--- src/rtl/wb_commit_stage.sv ---
// Writeback / commit stage.
// Retired instructions from the memory stage enter an in-order commit queue of
// DEPTH entries. The head commits one instruction per cycle to the register
// file, or raises an exception or ERET redirect through the CP0 unit. CP0
// holds BadVAddr, Status, Cause and EPC.
//
// Handshake: the memory stage presents ms_to_ws_valid with its payload.
// ws_allowin reflects only the registered occupancy (count < DEPTH). A transfer
// happens on a rising edge where ms_to_ws_valid & ws_allowin & !ws_flush is
// true. A pop in the same cycle does not raise ws_allowin.
module wb_commit_stage #(
   parameter int              DW      = 32,
   parameter int              AW      = 5,
   parameter int              DEPTH   = 2,
   parameter logic [DW-1:0]   EXC_VEC = 32'hBFC00380
) (
   input  logic          clk,
   input  logic          reset,
   // memory-stage interface
   input  logic          ms_to_ws_valid,
   output logic          ws_allowin,
   input  logic [DW-1:0] ms_pc,
   input  logic          ms_gr_we,
   input  logic [AW-1:0] ms_dest,
   input  logic [DW-1:0] ms_result,
   input  logic [4:0]    ms_excode,
   input  logic [DW-1:0] ms_badvaddr,
   input  logic          ms_bd,
   input  logic          ms_eret,
   // commit control
   input  logic          commit_stall,
   input  logic          int_in,
   // register-file write port
   output logic          rf_we,
   output logic [AW-1:0] rf_waddr,
   output logic [DW-1:0] rf_wdata,
   // forwarding
   output logic [AW-1:0] WB_dest,
   output logic [DW-1:0] WB_dest_data,
   // redirect
   output logic          ws_flush,
   output logic [DW-1:0] ws_flush_pc,
   // CP0 access
   input  logic [4:0]    mfc0_raddr,
   output logic [DW-1:0] mfc0_rdata,
   input  logic          mtc0_we,
   input  logic [4:0]    mtc0_waddr,
   input  logic [DW-1:0] mtc0_wdata,
   // debug trace
   output logic [DW-1:0] debug_wb_pc,
   output logic [3:0]    debug_wb_rf_wen
);

   localparam int PW = (DEPTH > 1) ? $clog2(DEPTH) : 1;
   localparam int CW = PW + 1;

   localparam logic [4:0] CP0_BADVADDR = 5'd8;
   localparam logic [4:0] CP0_STATUS   = 5'd12;
   localparam logic [4:0] CP0_CAUSE    = 5'd13;
   localparam logic [4:0] CP0_EPC      = 5'd14;

   // commit-queue storage, one field array per payload item
   logic [DW-1:0] r_q_pc     [DEPTH];
   logic          r_q_gr_we  [DEPTH];
   logic [AW-1:0] r_q_dest   [DEPTH];
   logic [DW-1:0] r_q_result [DEPTH];
   logic [4:0]    r_q_excode [DEPTH];
   logic [DW-1:0] r_q_badv   [DEPTH];
   logic          r_q_bd     [DEPTH];
   logic          r_q_eret   [DEPTH];

   logic [PW-1:0] r_rd_ptr;
   logic [PW-1:0] r_wr_ptr;
   logic [CW-1:0] r_count;

   // CP0 state
   logic [DW-1:0] r_epc;
   logic [DW-1:0] r_badvaddr;
   logic          r_status_exl;
   logic          r_status_ie;
   logic          r_cause_bd;
   logic [4:0]    r_cause_exc;

   // head-of-queue view
   logic          w_head_valid;
   logic [DW-1:0] w_head_pc;
   logic          w_head_gr_we;
   logic [AW-1:0] w_head_dest;
   logic [DW-1:0] w_head_result;
   logic [4:0]    w_head_excode;
   logic [DW-1:0] w_head_badv;
   logic          w_head_bd;
   logic          w_head_eret;

   // commit decisions
   logic          w_irq;
   logic          w_commit;
   logic          w_has_exc;
   logic          w_exc;
   logic          w_eret;
   logic          w_flush;
   logic [4:0]    w_code;
   logic          w_push;
   logic          w_pop;
   logic          w_badv_upd;

   assign w_head_valid  = (r_count != '0);
   assign w_head_pc     = r_q_pc[r_rd_ptr];
   assign w_head_gr_we  = r_q_gr_we[r_rd_ptr];
   assign w_head_dest   = r_q_dest[r_rd_ptr];
   assign w_head_result = r_q_result[r_rd_ptr];
   assign w_head_excode = r_q_excode[r_rd_ptr];
   assign w_head_badv   = r_q_badv[r_rd_ptr];
   assign w_head_bd     = r_q_bd[r_rd_ptr];
   assign w_head_eret   = r_q_eret[r_rd_ptr];

   // An interrupt is taken only at a commit and only outside exception level.
   assign w_irq      = int_in & r_status_ie & ~r_status_exl;
   assign w_commit   = w_head_valid & ~commit_stall;
   assign w_has_exc  = w_irq | (w_head_excode != 5'd0);
   assign w_exc      = w_commit & w_has_exc;
   assign w_eret     = w_commit & ~w_has_exc & w_head_eret;
   assign w_flush    = w_exc | w_eret;
   // An interrupt overrides the instruction's own exception code with 0.
   assign w_code     = w_irq ? 5'd0 : w_head_excode;
   assign w_badv_upd = (w_code == 5'd4) | (w_code == 5'd5);

   assign ws_allowin = (r_count < CW'(DEPTH));
   assign w_push     = ms_to_ws_valid & ws_allowin & ~w_flush;
   assign w_pop      = w_commit;

   // Commit outputs are driven combinationally from the head entry.
   assign rf_we           = w_commit & ~w_flush & w_head_gr_we;
   assign rf_waddr        = w_head_dest;
   assign rf_wdata        = w_head_result;
   assign WB_dest         = w_head_valid ? w_head_dest : '0;
   assign WB_dest_data    = w_head_result;
   assign ws_flush        = w_flush;
   assign ws_flush_pc     = w_exc ? EXC_VEC : r_epc;
   assign debug_wb_pc     = w_head_pc;
   assign debug_wb_rf_wen = {4{rf_we}};

   // Write the incoming payload into the tail slot on an accepted push.
   always_ff @(posedge clk) begin
      if (w_push) begin
         r_q_pc[r_wr_ptr]     <= ms_pc;
         r_q_gr_we[r_wr_ptr]  <= ms_gr_we;
         r_q_dest[r_wr_ptr]   <= ms_dest;
         r_q_result[r_wr_ptr] <= ms_result;
         r_q_excode[r_wr_ptr] <= ms_excode;
         r_q_badv[r_wr_ptr]   <= ms_badvaddr;
         r_q_bd[r_wr_ptr]     <= ms_bd;
         r_q_eret[r_wr_ptr]   <= ms_eret;
      end
   end

   // Pointer and occupancy bookkeeping; a flush empties the whole queue.
   always_ff @(posedge clk) begin
      if (reset || w_flush) begin
         r_rd_ptr <= '0;
         r_wr_ptr <= '0;
         r_count  <= '0;
      end else begin
         if (w_push) begin
            r_wr_ptr <= r_wr_ptr + PW'(1);
         end
         if (w_pop) begin
            r_rd_ptr <= r_rd_ptr + PW'(1);
         end
         case ({w_push, w_pop})
            2'b10:   r_count <= r_count + CW'(1);
            2'b01:   r_count <= r_count - CW'(1);
            default: r_count <= r_count;
         endcase
      end
   end

   // CP0 update: mtc0 first, so exception/ERET updates below take priority.
   always_ff @(posedge clk) begin
      if (reset) begin
         r_epc        <= '0;
         r_badvaddr   <= '0;
         r_status_exl <= 1'b0;
         r_status_ie  <= 1'b0;
         r_cause_bd   <= 1'b0;
         r_cause_exc  <= 5'd0;
      end else begin
         if (mtc0_we && (mtc0_waddr == CP0_STATUS)) begin
            r_status_exl <= mtc0_wdata[1];
            r_status_ie  <= mtc0_wdata[0];
         end
         if (mtc0_we && (mtc0_waddr == CP0_EPC)) begin
            r_epc <= mtc0_wdata;
         end
         if (w_exc) begin
            r_cause_exc  <= w_code;
            r_status_exl <= 1'b1;
            // A nested exception keeps the original EPC and BD.
            if (!r_status_exl) begin
               r_epc      <= w_head_bd ? (w_head_pc - DW'(4)) : w_head_pc;
               r_cause_bd <= w_head_bd;
            end
            if (w_badv_upd) begin
               r_badvaddr <= w_head_badv;
            end
         end else if (w_eret) begin
            r_status_exl <= 1'b0;
         end
      end
   end

   // CP0 read mux returns the current (pre-update) register values.
   always_comb begin
      mfc0_rdata = '0;
      case (mfc0_raddr)
         CP0_BADVADDR: mfc0_rdata = r_badvaddr;
         CP0_STATUS:   mfc0_rdata = {{(DW-2){1'b0}}, r_status_exl, r_status_ie};
         CP0_CAUSE:    mfc0_rdata = {r_cause_bd, {(DW-8){1'b0}}, r_cause_exc, 2'b00};
         CP0_EPC:      mfc0_rdata = r_epc;
         default:      mfc0_rdata = '0;
      endcase
   end

endmodule
--- config.mk ---
export PLATFORM = sky130hd
export DESIGN_NAME = wb_commit_stage
export DESIGN_NICKNAME = d
export VERILOG_FILES = /design/src/rtl/wb_commit_stage.sv
export SDC_FILE = /design/constraint.sdc
export NUM_CORES = 1
export LEC_CHECK = 0
export ABC_CLOCK_PERIOD_IN_PS = 8450
export BUFFER_PORTS_ARGS = -buffer_cell sky130_fd_sc_hd__buf_2
export CORE_ASPECT_RATIO = 2
export CORE_MARGIN = 2
export CORE_UTILIZATION = 53
export DETAILED_ROUTE_END_ITERATION = 12
export PLACE_DENSITY = 0.82
export SYNTH_ARGS = -nofsm -noshare
export SYNTH_HDL_FRONTEND = slang
export SYNTH_SLANG_ARGS = --single-unit
--- constraint.sdc ---
create_clock -name clk -period 8.45 [get_ports clk]
set_clock_uncertainty 0.1 [all_clocks]
set_input_delay 0.4225 -clock clk [delete_from_list [all_inputs] [get_ports clk]]
set_output_delay 0.4225 -clock clk [all_outputs]
set_load 0.01 [all_outputs]
---- After elaboration in Yosys (flattened, before gate mapping) ----
Memory sizes are Yosys's and may differ from the RTL's. A register that Yosys moved wholly into a read port is not among the register bits.
Index checks and enable logic that the tools add are counted.
cells by class
  equal/unequal tests ..................... 10
  bitwise gates (word level) .............. 17
  reduce and logical (&&, ||, !) cells .... 9
  $add $sub $neg .......................... 5
  multiplexer cells ....................... 28
  $lt $le $gt $ge ......................... 1
operator list
  cell                   count
  $mux 32                5
  $pmux 32 s4            1
  $sub 32x3->32 const B  1
  $eq 5x4->1 const B     6
  $mux 1                 19
  $and 1x1->1            10
  $eq 5x3->1 const B     2
  $mux 5                 2
  $reduce_bool 5->1      1
  $not 1->1              4
  $pmux 2 s2             1
  $reduce_and 2->1       2
  $reduce_bool 2->1      2
  $or 1x1->1             3
  $reduce_bool 3->1      1
  $add 1x1->1 const B    2
  $add 2x1->2 const B    1
  $eq 2x1->1 const B     1
  $eq 2x2->1 const B     1
  $logic_and 1x1->1      2
  $lt 2x2->1 const B     1
  $sub 2x1->2 const B    1
  $logic_or 1x1->1       1
storage, ports and cells
  bits in registers ....................... 44
  memories kept ........................... 8
  memory bits (writable) .................. 218
memories
  name         depth  width  rd ports  clocked after Yosys merged registers in  write ports  RTL line  source
  r_q_badv     2      32     1         1                                        1            68        logic [DW-1:0] r_q_badv [DEPTH];
  r_q_pc       2      32     1         1                                        1            63        logic [DW-1:0] r_q_pc [DEPTH];
  r_q_result   2      32     1         1                                        1            66        logic [DW-1:0] r_q_result [DEPTH];
  r_q_dest     2      5      1         1                                        1            65        logic [AW-1:0] r_q_dest [DEPTH];
  r_q_excode   2      5      1         1                                        1            67        logic [4:0] r_q_excode [DEPTH];
  r_q_bd       2      1      1         1                                        1            69        logic r_q_bd [DEPTH];
  +2 memories  -      -      -         -                                        -            -

---- Longest topological paths before layout ----
  depth in word-level cells ............... 11
  depth in mapped cells ................... 12

---- Worst setup path before layout ----
OpenSTA, ideal clock, no wires.
  path kind ............................... register to register
  from .................................... register with a tool-made name
  to ...................................... memory r_q_badv[0][0], enable pin
  cell stages (with the launch flop) ...... 8
  path buffers ............................ 2
  library setup time ...................... 0.578 ns
  arrival time ............................ 6.248 ns
  data required time ...................... 7.772 ns
  slack ................................... 1.524 ns
  cells stage by stage .................... dfxtp_1 buf_2 buf_2 nor4b_1 a2bb2oi_1 a31o_2 nand2_1 nor2_1
RTL lines
  element           RTL line
  end: declaration  68

==> reports/results.ini <==
[status]
status=complete, no violations

[timing]
maxSlewViolCount=0
hold_ws_ns=0.0158
timing.final.hold_violations=0
relSlewSlack=0.240
finalSetupViolations=0
fin_setup_tns_ns=0
grt_setup_unrepaired=no
max_freq_ghz=0.243
finalCritPeriodShare=0.487
worst_slack_ns=4.34
final.min_clock_period_ns=4.11
worst_pin_slew_ns=1.14

[placement]
postPlaceCellArea_um2=14500
placed_cells=1497
dp_slack_ns=4.31
numPortBuffers=333
dp_hpwl_um=25000
gp_congestion=0.947

[worst_setup_path]
crit_fanout=71
cp-end-kind=register
crit_chain=nor4b_1 > a2bb2oi_1 > a31o_2 > and3_4 > buf_4
worst-setup-path-type=reg2reg
slowest_stage=dfxtp_4
worstPathArrival_ns=4.17
start_kind=register
critPathMaxStageDelay_ns=0.90
required_ns=8.51

[synthesis]
avgSynthCellArea_um2=13.4
synth_xor_area_frac=0.0143
synth-seq-cells=295
synth_cell_types=65
synth.mux.area_fraction=0.119
synth_cells=954
synth_top_family_by_area=multiplexers
syn-cell-area_um2=12800
synth_nets=1113
netlist_top_cells_count=218 x edfxtp_1, 78 x mux2i_1, 77 x dfxtp_1, 68 x nor2_1, 47 x a211oi_1
ys.flop_type=edfxtp_1
yosysSeqAreaShare=0.631
synth_compound_area_frac=0.0970
synth.largest_area_cell=edfxtp_1
yosysMostFrequentCell=edfxtp_1
async_reset_ff_frac=0
synthTopCellsByArea=edfxtp_1 51%, dfxtp_1 12%, mux2i_1 6.1%
synthSimpleGateAreaFrac=0.0921
synth.top_cell.area_share=0.511
yosys_warnings=0
synthAdderAreaFrac=0.00195
synth_edf_count=218

[layout]
drive_gt1_frac=0.315
fin_nets=1504
post-route-util=0.690
fin_cells=1654
fin_area_um2=16400
syn_to_final_growth_pct=28.3

[grt]
grt_antenna_before_repair=4
grt_pass1_vias=9335
grt_overflow=0
grt_pass1_wl_um=50600
grt_max_degree=74
track_usage=0.261

[clock_network]
root_buffer=clkbuf_16
cts_buffers=25
cts_hold_buf=107
clk_path_buf_depth=3
cts_tree=done
h-tree-depth=1
clk_pin_slew_ns=0.07
post_cts_buffers=0
insertion_delay_ns=0.53
cts_sinks=295
cts-resized-gates=0

[power_and_ir_drop]
ir_worst_vdd_mv=0.281
total_power_mw=4.76
p_leak_nw=6.47
p_per_area_nw_per_um2=289

[floorplan]
start_util=0.538
die_width_um=114
core_um2=23800
rows=80
dieHeight_um=224
ios=334
die_area_um2=25500

[drt]
drt_iter0_drc=653
ant_nets=0
drc_errors=0
drt_pre_antenna_iters=5
wl_per_cell_um=20.9
dr_total_vias=9413
totalWireLength_um=34600
vias_per_cell=5.69

[worst_hold_path]
hp-class=in2reg

[run]
maxCapViolations=0

## logic make-up (layout without fill, tap and decap cells)
kind of cell | count (synthesis) | count (layout)
and+or+nand+nor | 213 | 213
adders and majority gates | 2 | 2
DFF | 295 | 295
xor gates and xnor gates | 21 | 21
AOI/OAI and AO/OA | 168 | 168
muxes | 144 | 144
buffers and inverters | 111 | 520
other | 0 | 4
## sequential cells by signal (all words and copies together) (netlist names), named ones only
name,flops
r_q_eret,2
r_q_gr_we,2
r_wr_ptr,1
r_count,2
r_q_result,64
r_cause_exc,5
r_status_exl,1
r_cause_bd,1
r_q_bd,2
r_q_dest,10
r_status_ie,1
r_q_excode,10
r_epc,32
r_q_badv,64
r_rd_ptr,1
r_badvaddr,32
r_q_pc,64
## power breakdown
group / total, mW / internal, mW / leakage [nW] / switching (mW)
registers: 2.12 / 1.90 / 2.66 / 0.215
logic: 1.43 / 0.595 / 3.41 / 0.839
clock network: 1.20 / 0.698 / 0.399 / 0.505
total: 4.76 / 3.20 / 6.47 / 1.56
## per-layer routing
metal  global-route usage  part of all wire  wire (µm)
met3               0.0335             0.056       1930
met1                0.271              0.34      11700
met5                    0                 0          0
met4                0.133             0.053       1850
met2                0.501              0.55      19100
## path summary, 6_finish.rpt
path / startpoint / to / slack (ns) / depth (start not counted)
setup / recovery: register / r_q_result[1][29]$_DFFE_PP_ / 4.34 / 5
hold / removal: ms_badvaddr[2] / r_q_badv[1][2]$_DFFE_PP_ / 0.02 / 1
setup reg to reg: register / r_q_result[1][29]$_DFFE_PP_ / 4.34 / 5
hold reg to reg: r_cause_exc[3]$_SDFFE_PP0P_ / r_cause_exc[3]$_SDFFE_PP0P_ / 0.37 / 2
## critical path: cells and delay by family (launching register included)
family	cells	cell delay (ns)
flip-flops	1	0.90
AND/OR/NAND/NOR	2	1.17
buffers and inverters	1	0.77
AO/OA/AOI/OAI	2	0.74
## final cells by class
class / count / area, µm²
timing repair buffer: 453 / 2840
inverter: 22 / 82.6
antenna: 4 / 10.0
sequential: 295 / 8090
multi-input combinational: 548 / 4200
tap: 287 / 359
clock buffer: 28 / 637
clock inverter: 17 / 220
fill: 1699 / 7380
## layout by cell type, fill, tap and decap left out, types with 5 or more instances in the layout
| cell | count |
|---|---|
| a211oi_1 | 47 |
| a21o_1 | 11 |
| a21oi_1 | 32 |
| a222oi_1 | 7 |
| a22o_1 | 24 |
| and2_1 | 20 |
| buf_2 | 333 |
| buf_4 | 12 |
| bufinv_16 | 5 |
| clkbuf_16 | 25 |
| clkinv_1 | 5 |
| clkinvlp_4 | 5 |
| dfxtp_1 | 75 |
| dlygate4sd3_1 | 108 |
| edfxtp_1 | 218 |
| inv_1 | 22 |
| mux2_1 | 35 |
| mux2_2 | 31 |
| mux2i_1 | 78 |
| nand2_1 | 19 |
| nand2b_1 | 15 |
| nor2_1 | 67 |
| nor2b_1 | 6 |
| nor3_1 | 21 |
| nor3b_1 | 7 |
| nor4_1 | 6 |
| nor4b_1 | 8 |
| o211ai_1 | 6 |
| o22ai_1 | 5 |
| or3_1 | 9 |
| xnor2_1 | 18 |
Power figures use the tool's default switching activity.
